## src/rtl/hilo_pkg.sv

```systemverilog
// Shared encodings for the HI/LO multiply controller: request op_codes,
// FSM state values and the default multiply timeout.
package hilo_pkg;

    localparam logic [2:0] OP_NOP   = 3'd0;
    localparam logic [2:0] OP_MULT  = 3'd1;
    localparam logic [2:0] OP_MULTU = 3'd2;
    localparam logic [2:0] OP_MFHI  = 3'd3;
    localparam logic [2:0] OP_MFLO  = 3'd4;
    localparam logic [2:0] OP_MTHI  = 3'd5;
    localparam logic [2:0] OP_MTLO  = 3'd6;

    localparam logic ST_IDLE = 1'b0;
    localparam logic ST_RUN  = 1'b1;

    localparam int TIMEOUT_DEFAULT = 16;

endpackage

```

## src/rtl/hilo_mdu_ctrl_multu_fixup.sv

```systemverilog
// Turns the signed 32x32 product into the unsigned one: each operand with its
// sign bit set contributes the other operand shifted into the upper word.
module multu_fixup (
    input  logic [31:0] op1,
    input  logic [31:0] op2,
    input  logic [63:0] product,
    output logic [63:0] product_u
);

    logic [63:0] adj1;
    logic [63:0] adj2;

    assign adj1      = op1[31] ? {op2, 32'b0} : 64'b0;
    assign adj2      = op2[31] ? {op1, 32'b0} : 64'b0;
    assign product_u = product + adj1 + adj2;

endmodule

```

## src/rtl/hilo_mdu_ctrl.sv

```systemverilog
// HI/LO multiply controller between decode and the combinational multiplier.
// Define HILO_MULTU_EN to support MULTU; otherwise MULTU flags err_illegal.
module hilo_mdu_ctrl
    import hilo_pkg::*;
#(
    parameter int TIMEOUT = TIMEOUT_DEFAULT
) (
    input  logic        clk,
    input  logic        rst,
    input  logic        op_valid,
    input  logic [2:0]  op_code,
    input  logic [31:0] op_a,
    input  logic [31:0] op_b,
    output logic        op_ready,
    output logic        rd_valid,
    output logic [31:0] rd_data,
    output logic        busy,
    output logic [31:0] hi,
    output logic [31:0] lo,
    output logic        err_timeout,
    output logic        err_illegal,
    output logic        mult_begin,
    output logic [31:0] mult_op1,
    output logic [31:0] mult_op2,
    input  logic [63:0] product,
    input  logic        mult_end
);

    localparam int CNT_W = $clog2(TIMEOUT + 1);

    logic             state;
    logic [CNT_W-1:0] wait_cnt;
    logic [63:0]      result;
    logic             accept;

`ifdef HILO_MULTU_EN
    logic        is_unsigned;
    logic [63:0] product_u;

    multu_fixup u_fixup (
        .op1       (mult_op1),
        .op2       (mult_op2),
        .product   (product),
        .product_u (product_u)
    );

    assign result = is_unsigned ? product_u : product;
`else
    assign result = product;
`endif

    // Handshake and multiplier strobe decode straight from state so an
    // asynchronous reset drops them without waiting for a clock.
    assign op_ready   = (state == ST_IDLE);
    assign busy       = (state == ST_RUN);
    assign mult_begin = (state == ST_RUN);
    assign accept     = op_valid & op_ready;

    always_ff @(posedge clk or posedge rst) begin
        if (rst) begin
            state       <= ST_IDLE;
            wait_cnt    <= '0;
            hi          <= '0;
            lo          <= '0;
            mult_op1    <= '0;
            mult_op2    <= '0;
            rd_data     <= '0;
            rd_valid    <= 1'b0;
            err_timeout <= 1'b0;
            err_illegal <= 1'b0;
`ifdef HILO_MULTU_EN
            is_unsigned <= 1'b0;
`endif
        end else begin
            rd_valid <= 1'b0;
            if (state == ST_IDLE) begin
                if (accept) begin
                    case (op_code)
                        OP_NOP: ;
                        OP_MULT: begin
                            mult_op1 <= op_a;
                            mult_op2 <= op_b;
                            wait_cnt <= '0;
                            state    <= ST_RUN;
`ifdef HILO_MULTU_EN
                            is_unsigned <= 1'b0;
`endif
                        end
                        OP_MULTU: begin
`ifdef HILO_MULTU_EN
                            mult_op1    <= op_a;
                            mult_op2    <= op_b;
                            wait_cnt    <= '0;
                            is_unsigned <= 1'b1;
                            state       <= ST_RUN;
`else
                            err_illegal <= 1'b1;
`endif
                        end
                        OP_MFHI: begin
                            rd_data  <= hi;
                            rd_valid <= 1'b1;
                        end
                        OP_MFLO: begin
                            rd_data  <= lo;
                            rd_valid <= 1'b1;
                        end
                        OP_MTHI: hi <= op_a;
                        OP_MTLO: lo <= op_a;
                        default: err_illegal <= 1'b1;
                    endcase
                end
            end else begin
                // RUN: wait for the multiplier, abandoning the op on timeout.
                if (mult_end) begin
                    {hi, lo} <= result;
                    state    <= ST_IDLE;
                end else if (wait_cnt == CNT_W'(TIMEOUT - 1)) begin
                    err_timeout <= 1'b1;
                    state       <= ST_IDLE;
                end else begin
                    wait_cnt <= wait_cnt + CNT_W'(1);
                end
            end
        end
    end

endmodule

```

## config.mk

```make
export PLATFORM = sky130hd
export DESIGN_NAME = hilo_mdu_ctrl
export DESIGN_NICKNAME = d
export VERILOG_FILES = /design/src/rtl/hilo_pkg.sv /design/src/rtl/hilo_mdu_ctrl_multu_fixup.sv /design/src/rtl/hilo_mdu_ctrl.sv
export SDC_FILE = /design/constraint.sdc
export NUM_CORES = 1
export LEC_CHECK = 0
export BUFFER_PORTS_ARGS = -buffer_cell sky130_fd_sc_hd__buf_4
export CAP_MARGIN = 40
export CORE_MARGIN = 2
export CORE_UTILIZATION = 44
export CTS_BUF_LIST = sky130_fd_sc_hd__clkbuf_16
export DETAILED_ROUTE_END_ITERATION = 12
export HOLD_SLACK_MARGIN = 0.06
export PLACE_DENSITY_LB_ADDON = 0.2
export SKIP_CTS_REPAIR_TIMING = 1
export SLEW_MARGIN = 25
export SYNTH_ARGS = -nofsm -noshare
export SYNTH_HDL_FRONTEND = slang
export SYNTH_HIERARCHICAL = 1
export SYNTH_SLANG_ARGS = --single-unit
```

## constraint.sdc

```tcl
create_clock -name clk -period 6.3 [get_ports clk]
set_clock_uncertainty 0.2 [all_clocks]
set_input_delay 1.89 -clock clk [delete_from_list [all_inputs] [get_ports clk]]
set_output_delay 1.89 -clock clk [all_outputs]
set_load 0.03 [all_outputs]
```

Yosys cells after proc, flatten, opt, wreduce, memory -nomap -nowiden
Index checks and enable logic that the tools add are counted.

$add $sub $neg: 1. Eq/ne operators: 9. Mux-type cells: 22. Bitwise gates (word level): 4. Reduce and logical (&&, ||, !) cells: 15.

Operators with widths (count): $mux 32 (8); $pmux 32 s2 (1); $mux 5 (5); $reduce_and 3->1 (6); $reduce_bool 2->1 (5); $eq 3x3->1 const B (3); $mux 1 (8); $ne 2x2->1 const B (3); $reduce_or 6->1 (1); $add 5x1->5 const B (1); $eq 5x4->1 const B (1); $reduce_and 4->1 (1); $eq 3x1->1 const B (1); $eq 3x2->1 const B (1); $logic_not 3->1 (1); $not 1->1 (3); $reduce_or 2->1 (1); $and 1x1->1 (1).

Bits in registers: 169. Output and inout port bits: 166.

Depth between registers and ports, before layout
Gate-level depths: netlist of the first run.

Word-level depth: 5. Gate-level depth with buffers: 7.

Worst setup path before layout of the first run
Ideal clock, no wire load.

Path type: register to output. Start point: reg state, in the netlist busy. End point: out op_ready. Data arrival time: 1628 ps. Required time: 4210 ps. Path slack: 2582 ps. Cell stages (with the launch flop): 5. Cell sequence: dfrtp_1 > clkbuf_1 > buf_1 > clkbuf_1 > inv_1.

Longest elaborated chain between the ends: 1.

RTL lines: start, declared (line hilo_mdu_ctrl.sv:31) `logic state;`; start signal, assigned (line hilo_mdu_ctrl.sv:61) `state <= ST_IDLE;`; start signal, assigned (line hilo_mdu_ctrl.sv:84) `state <= ST_RUN;`; start signal, assigned (line hilo_mdu_ctrl.sv:117) `state <= ST_IDLE;`; $not 1->1 (no line); end, declared (line hilo_mdu_ctrl.sv:14) `output logic op_ready,`.

No other way between the ends.

Worst setup path after layout of the first run
Start point: in op_code[0]. End point: reg rd_data[5].

Longest elaborated chain between the ends: 3. Elaborated cells between the ends (all ways): 5.

RTL lines: start, declared (line hilo_mdu_ctrl.sv:11) `input logic [2:0] op_code,`; $eq 3x3->1 / $eq 3x2->1 (equally long branches) (line hilo_mdu_ctrl.sv:78) `case (op_code)`; $reduce_bool 2->1 (no line); $reduce_and 3->1 (no line); end signal, assigned (line hilo_mdu_ctrl.sv:101) `rd_data <= hi;`; end signal, assigned (line hilo_mdu_ctrl.sv:105) `rd_data <= lo;`; end, declared (line hilo_mdu_ctrl.sv:16) `output logic [31:0] rd_data,`.

Several ways; a longest one is shown, not always the timed one. A chain may end at the register's enable or synchronous reset.

==> run metrics, run 1 <==
Post-Syn Area per Cell 13.1 sq um; synthesized cell area 0.00777 sq mm; WS Path Type in2reg; Slowest-stage cell, CP a21oi_4; CTS tree built; Area Growth Syn to Fin 38.6%; top-area cell type share of the netlist area 54.4%; critical-path cell list buf_4 > or3b_2 > buf_4 > a21oi_4 > buf_4 > mux2_4; Die ar. about 0.019 sq mm; sw frac 39.1%; Worst VDD drop 216 uV; synth top area cells dfrtp_1 (54%), mux2_4 (11%), mux2_2 (9.9%), mux2i_1 (9.0%), a21oi_1 (4.1%); CP Max Fanout 33; CTS H-Tree Depth 4; cells after synthesis 593; Antenna Nets Post-Route 0; post-synth net total 730; HPWL after DPL about 14,000 um; nets a little over 1,000; first-pass GRT wire length 30,700 um; dpl cells about 1,100; Worst-Margin Slew 0.958 ns; post-synth top area cell dfrtp_1; # setup viols final 0; Die Ht 137 um; drt via density 4.97; share of cells above drive strength 1 52.2%; met3 GRT Util 6.70%; count of final hold-check violations 0; Worst-path clk slew about 0.060 ns; All-Layer GR Usage 21.6%; most crowded layer after global routing met2; FMAX 237 MHz; Slew Viols, Final 0; Yosys cell types 35; Max-slew headroom 36.1%; Critical Path Max Stage Delay 0.71 ns; asr flop ratio synth 100%; M1 GR Usage 24.5%; Clock Sinks 169; #FFs+latches synth 169; drt wl/cell 17.8 um; Synth Warn # 6; MaxCap Viol Count 0; die width 137 um; Clock power frac 21.4%; Hold Path Class reg2reg; grt met2 use 37.6%; pwr dens ~430 mW/mm^2; Port Buffer Count 300; number of filler cells placed in the layout between 1,000 and 1,500; critical path required time 6.41 ns; core area 0.0173 sq mm; Num CTS Buffers 17; initial core utilization 44.9%; GPL Wtd Cong between 0.7 and 0.8; final setup TNS 0 ns; Ant. Diodes 0; Most used DFF post-synth dfrtp_1; min Tclk post-route 4.22 ns; sequential area share after synthesis 54.4%; status finished clean; clk_lat worst skew around 0.43 ns; NetSw 1.81 mW; crit path DAT 4.34 ns; Detailed Route Iter0 Violations 186; leakage 5.30 nW; Flop pwr share 36.1%; crit-path most repeated cell buf_4; vias in the first global route 5,979; Setup crit start kind input port; non-filler cells, final 1,125; io pins 301; # rows 48; initial antenna violation count 0; largest net degree at the start of global routing 170; RSZ-0062 raised after global routing false; Residual DRC 0; Int Power 2.83 mW; period utilization 67.0%; Clock Tree Buf Depth 2; Comb pwr share 42.5%; Post-Route WL 20,000 um; router iterations before antenna repair 4; routed via count around 5,600; Crit. End Element flop; Post-synth EDFFs 0; final core occ between 60% and 70%; Clock Tree Root clkbuf_16; GRT Residual Overflow 0
## worst max-delay path, delay by kind of cell
kind                   cells  cell delay, ns
AOI/OAI and AO/OA          1            0.71
buffers and inverters      3            0.92
muxes                      1            0.34
and+or+nand+nor            1            0.45
## cells in the final DEF, fill, tap and decap left out, drive strengths merged, types with 3 or more instances in the layout
cell type    n
clkinv       6
inv         72
mux2i       70
nor2b       32
nand3b       3
buf        308
o22ai        3
dfrtp      169
a21oi       65
nand2        3
mux2       123
clkbuf      17
nand2b       3
o21ai        3
clkinvlp     6
## sequential cells by signal, summed over array words and instances, names as in the netlist, 5 cells and up
| signal | count |
|---|---|
| hi | 32 |
| mult_op2 | 32 |
| rd_data | 32 |
| wait_cnt | 5 |
| mult_op1 | 32 |
| lo | 32 |
## area by class of cell
cell class | instances | area [sq um] | share of cell area [%]
Sequential cell | 169 | 4230 | 39.3
Multi-Input combinational cell | 321 | 3080 | 28.6
Timing Repair Buffer | 308 | 2360 | 21.9
Clock buffer | 17 | 425 | 3.95
Tap cell | 225 | 282 | 2.61
Inverter | 70 | 267 | 2.48
Clock inverter | 15 | 128 | 1.19
## final timing paths
| path | from | end | slack, ns | cells after the start |
|---|---|---|---|---|
| worst max-delay path | op_code[0] | rd_data[5]$_DFFE_PP0P_ | 2.08 | 6 |
| worst min-delay path | err_timeout$_DFFE_PP0P_ | err_timeout$_DFFE_PP0P_ | 0.29 | 1 |
| worst max register to register | busy$_DFF_PP0_ | lo[15]$_DFFE_PP0P_ | 3.61 | 4 |
| worst min register to register | err_timeout$_DFFE_PP0P_ | err_timeout$_DFFE_PP0P_ | 0.29 | 1 |
| max in group asynchronous | rst | lo[15]$_DFFE_PP0P_ | 3.63 | 3 |
| min in group asynchronous | rst | mult_op2[3]$_DFFE_PP0P_ | 1.49 | 3 |
## per-layer routing
metal	vias to the layer above	wire length (um)
li1	2612	-
met1	2731	7670
met2	214	10200
met3	32	1700
met4	0	478
met5	-	0
## cells by family (layout without fill, tap and decap cells)
group / after synthesis / count (layout) / share of synthesized area, %
muxes: 193 / 193 / 29.5
DFF: 169 / 169 / 54.4
buffers and inverters: 103 / 410 / 6.33
AOI/OAI and AO/OA: 75 / 75 / 5.20
and+or+nand+nor: 49 / 49 / 3.98
adders and majority gates: 2 / 2 / 0.322
xor gates and xnor gates: 2 / 2 / 0.226
## stage by stage
stage                     setup WS (ns)  power, mW  hold slack [ns]  cell area, sq um
after floorplan                    2.06       2.86            0.279              7770
after global placement             1.63       3.63            0.259             10200
after detailed placement           1.61       3.68            0.258             10200
after CTS                          2.07       4.69            0.296             10700
after global routing               1.98       4.86            0.308             10800
final                              2.08       4.64            0.287             10800
## synthesized netlist by cell type, drive strengths merged (9+ instances only)
master    n
dfrtp   169
mux2    123
inv      70
mux2i    70
a21oi    65
nor2b    32
buf      24
clkbuf    9
## power by group through the flow
stage	sequential, mW	combinational [mW]	clock (mW)
2_1_floorplan	2.32	0.544	0
3_3_place_gp	1.68	1.95	0
3_5_place_dp	1.69	1.99	0
4_1_cts	1.68	2.00	1.01
5_1_grt	1.72	2.08	1.05
6_report	1.67	1.97	0.994
Note: power is estimated with default switching activity, not from simulation.
==> run 2, diff against run 1 <==
--- a/config.mk
+++ b/config.mk
@@ -8,7 +8,7 @@
 export BUFFER_PORTS_ARGS = -buffer_cell sky130_fd_sc_hd__buf_4
 export CAP_MARGIN = 40
 export CORE_MARGIN = 2
-export CORE_UTILIZATION = 44
+export CORE_UTILIZATION = 49
 export CTS_BUF_LIST = sky130_fd_sc_hd__clkbuf_16
 export DETAILED_ROUTE_END_ITERATION = 12
 export HOLD_SLACK_MARGIN = 0.06
==> constraint.sdc (replaced) <==
create_clock -name clk -period 4.1 [get_ports clk]
set_clock_uncertainty 0.2 [all_clocks]
set_input_delay 1.23 -clock clk [delete_from_list [all_inputs] [get_ports clk]]
set_output_delay 1.23 -clock clk [all_outputs]
set_load 0.03 [all_outputs]
==> run 2 against run 1 <==
  * Setup slack got worse by 1.0 ns
  * Largest cell class unchanged
  * Critical endpoint is now rd_data[6]$_DFFE_PP0P_
  * Utilization rose by 6.6 points
  * Final cell count fell by 0.71%
  * Sequential power rose by 55%
  * Combinational power rose by 54%
  * Register-to-register slack got worse by 2.4 ns
  * Global-route usage rose by 2.6 points
  * Clock-buffer cell count did not move
  * Largest power group unchanged
  * Power rose by 55%
  * Critical path type unchanged
==> run metrics, run 2 (same netlist as run 1, synthesis figures left out) <==
Max-slew headroom 47.6% (+11 points); number of filler cells placed in the layout 1,163 (-16%); final setup TNS 0 ns (unchanged); Critical Path Max Stage Delay 0.80 ns (+0.09 ns); router iterations before antenna repair 4 (unchanged); CP Max Fanout 18 (-45%); Worst-Margin Slew 0.787 ns (-0.171 ns); Clock Sinks 169 (unchanged); RSZ-0062 raised after global routing false; Worst-path clk slew 0.06 ns (about the same); io pins 301 (unchanged); leakage 5.34 nW (+0.78%); crit path DAT 3.13 ns (-1.21 ns); share of cells above drive strength 1 52.1% (-0.17 points); count of final hold-check violations 0 (unchanged); initial antenna violation count 0 (unchanged); Worst VDD drop 319 uV (+48%); Port Buffer Count 300 (unchanged); Ant. Diodes 0 (unchanged); clk_lat worst skew 0.42 ns (about the same); first-pass GRT wire length 30,800 um (+0.47%); critical-path cell list buf_4 > or3b_2 > buf_4 > mux2_4 > mux2_4; CTS H-Tree Depth 4 (unchanged); initial core utilization 49.4% (+4.5 points); min Tclk post-route 3.03 ns; Post-Route WL 20,300 um (+1.6%); drt wl/cell 18.2 um (+2.3%); GPL Wtd Cong 0.838 (+10%); WS Path Type in2reg; routed via count 5,617 (+0.50%); Antenna Nets Post-Route 0 (unchanged); Clock Tree Buf Depth 2 (unchanged); drt via density 5.03 (+1.2%); most frequent cells in the layout buf_4 (307), dfrtp_1 (168), inv_1 (70), mux2i_1 (70), mux2_2 (68); FMAX 330 MHz; Detailed Route Iter0 Violations 194 (+4.3%); critical path required time 4.20 ns (-2.21 ns); All-Layer GR Usage 24.1% (+2.6 points); Sequential Area 0.00423 sq mm (unchanged); Setup crit start kind input port; Hold Path Class reg2reg; Slew Viols, Final 0 (unchanged); largest net degree at the start of global routing 102 (-40%); pwr dens 665 mW/mm^2 (+54%); Residual DRC 0 (unchanged); core area 0.0157 sq mm (-9.2%); Crit. End Element flop; die width 130 um (-5.1%); Slowest-stage cell, CP or3b_2; multi-input logic area 0.00308 sq mm (unchanged); MaxCap Viol Count 0 (unchanged); Die Ht 130 um (-5.1%); HPWL after DPL 15,200 um (+6.2%); # rows 46 (-4.2%); final hold slack 0.272 ns (-0.0154 ns); # setup viols final 0 (unchanged); GRT Residual Overflow 0 (unchanged); status finished clean; Die ar. 0.0169 sq mm (-9.9%); nets 1,028 (+0.39%); Clock Tree Root clkbuf_16; period utilization 74.0%; vias in the first global route 5,882 (-1.6%); Num CTS Buffers 17 (unchanged); CTS tree built; commonest non-fill, non-tap cell in the layout buf_4; Area Growth Syn to Fin 39.3%
==> run 2: path summary, 6_finish.rpt <==
| kind | startpoint | end | slack (ns) | depth (start not counted) |
|---|---|---|---|---|
| min in group asynchronous | rst | mult_op2[17]$_DFFE_PP0P_ | 0.68 | 3 |
| worst min register to register | err_timeout$_DFFE_PP0P_ | err_timeout$_DFFE_PP0P_ | 0.27 | 1 |
| worst max register to register | busy$_DFF_PP0_ | mult_op1[16]$_DFFE_PP0P_ | 1.24 | 5 |
| max in group asynchronous | rst | busy$_DFF_PP0_ | 2.46 | 3 |
| worst min-delay path | err_timeout$_DFFE_PP0P_ | err_timeout$_DFFE_PP0P_ | 0.27 | 1 |
| worst max-delay path | op_code[0] | rd_data[6]$_DFFE_PP0P_ | 1.07 | 5 |
==> run 2: through the flow <==
step / setup slack [ns] / std cells / cell area (sq um) / utilization (%) / total power [mW]
after global routing: 1.04 / 1117 / 10800 / 68.9 / 7.53
after detailed placement: 0.635 / 1087 / 10200 / 65.1 / 5.67
after floorplan: 0.515 / 593 / 7770 / - / 4.40
final: 1.07 / 1117 / 10800 / 68.9 / 7.19
after CTS: 1.08 / 1116 / 10800 / 68.7 / 7.24
after global placement: 0.683 / 1086 / 10200 / 65.0 / 5.58
==> run 2: per-layer routing <==
layer,part of all wire (%),global-route usage [%],up-vias
met5,0,0,-
met3,7.6,7.34,46
met4,3.1,11.3,0
li1,-,-,2604
met1,38,27.4,2732
met2,51,41.8,235
==> run 2: worst max-delay path: cells and delay by family <==
| family | cells | cell delay (ns) |
|---|---|---|
| and+or+nand+nor | 1 | 0.80 |
| muxes | 2 | 0.59 |
| buffers and inverters | 2 | 0.51 |
==> run 2: area by class of cell <==
cell class              count  share of cell area, %
clock buffers              17                   3.93
clock inverters            12                   1.26
inverters                  70                   2.46
multi-input cells         321                   28.4
flip-flops and latches    169                   39.1
well taps                 216                   2.50
repair buffers            312                   22.3
==> run 2: power breakdown <==
| group | switching [mW] | internal, mW | total, mW |
|---|---|---|---|
| logic | 1.72 | 1.32 | 3.04 |
| registers | 0.391 | 2.20 | 2.59 |
| clock network | 0.623 | 0.935 | 1.56 |
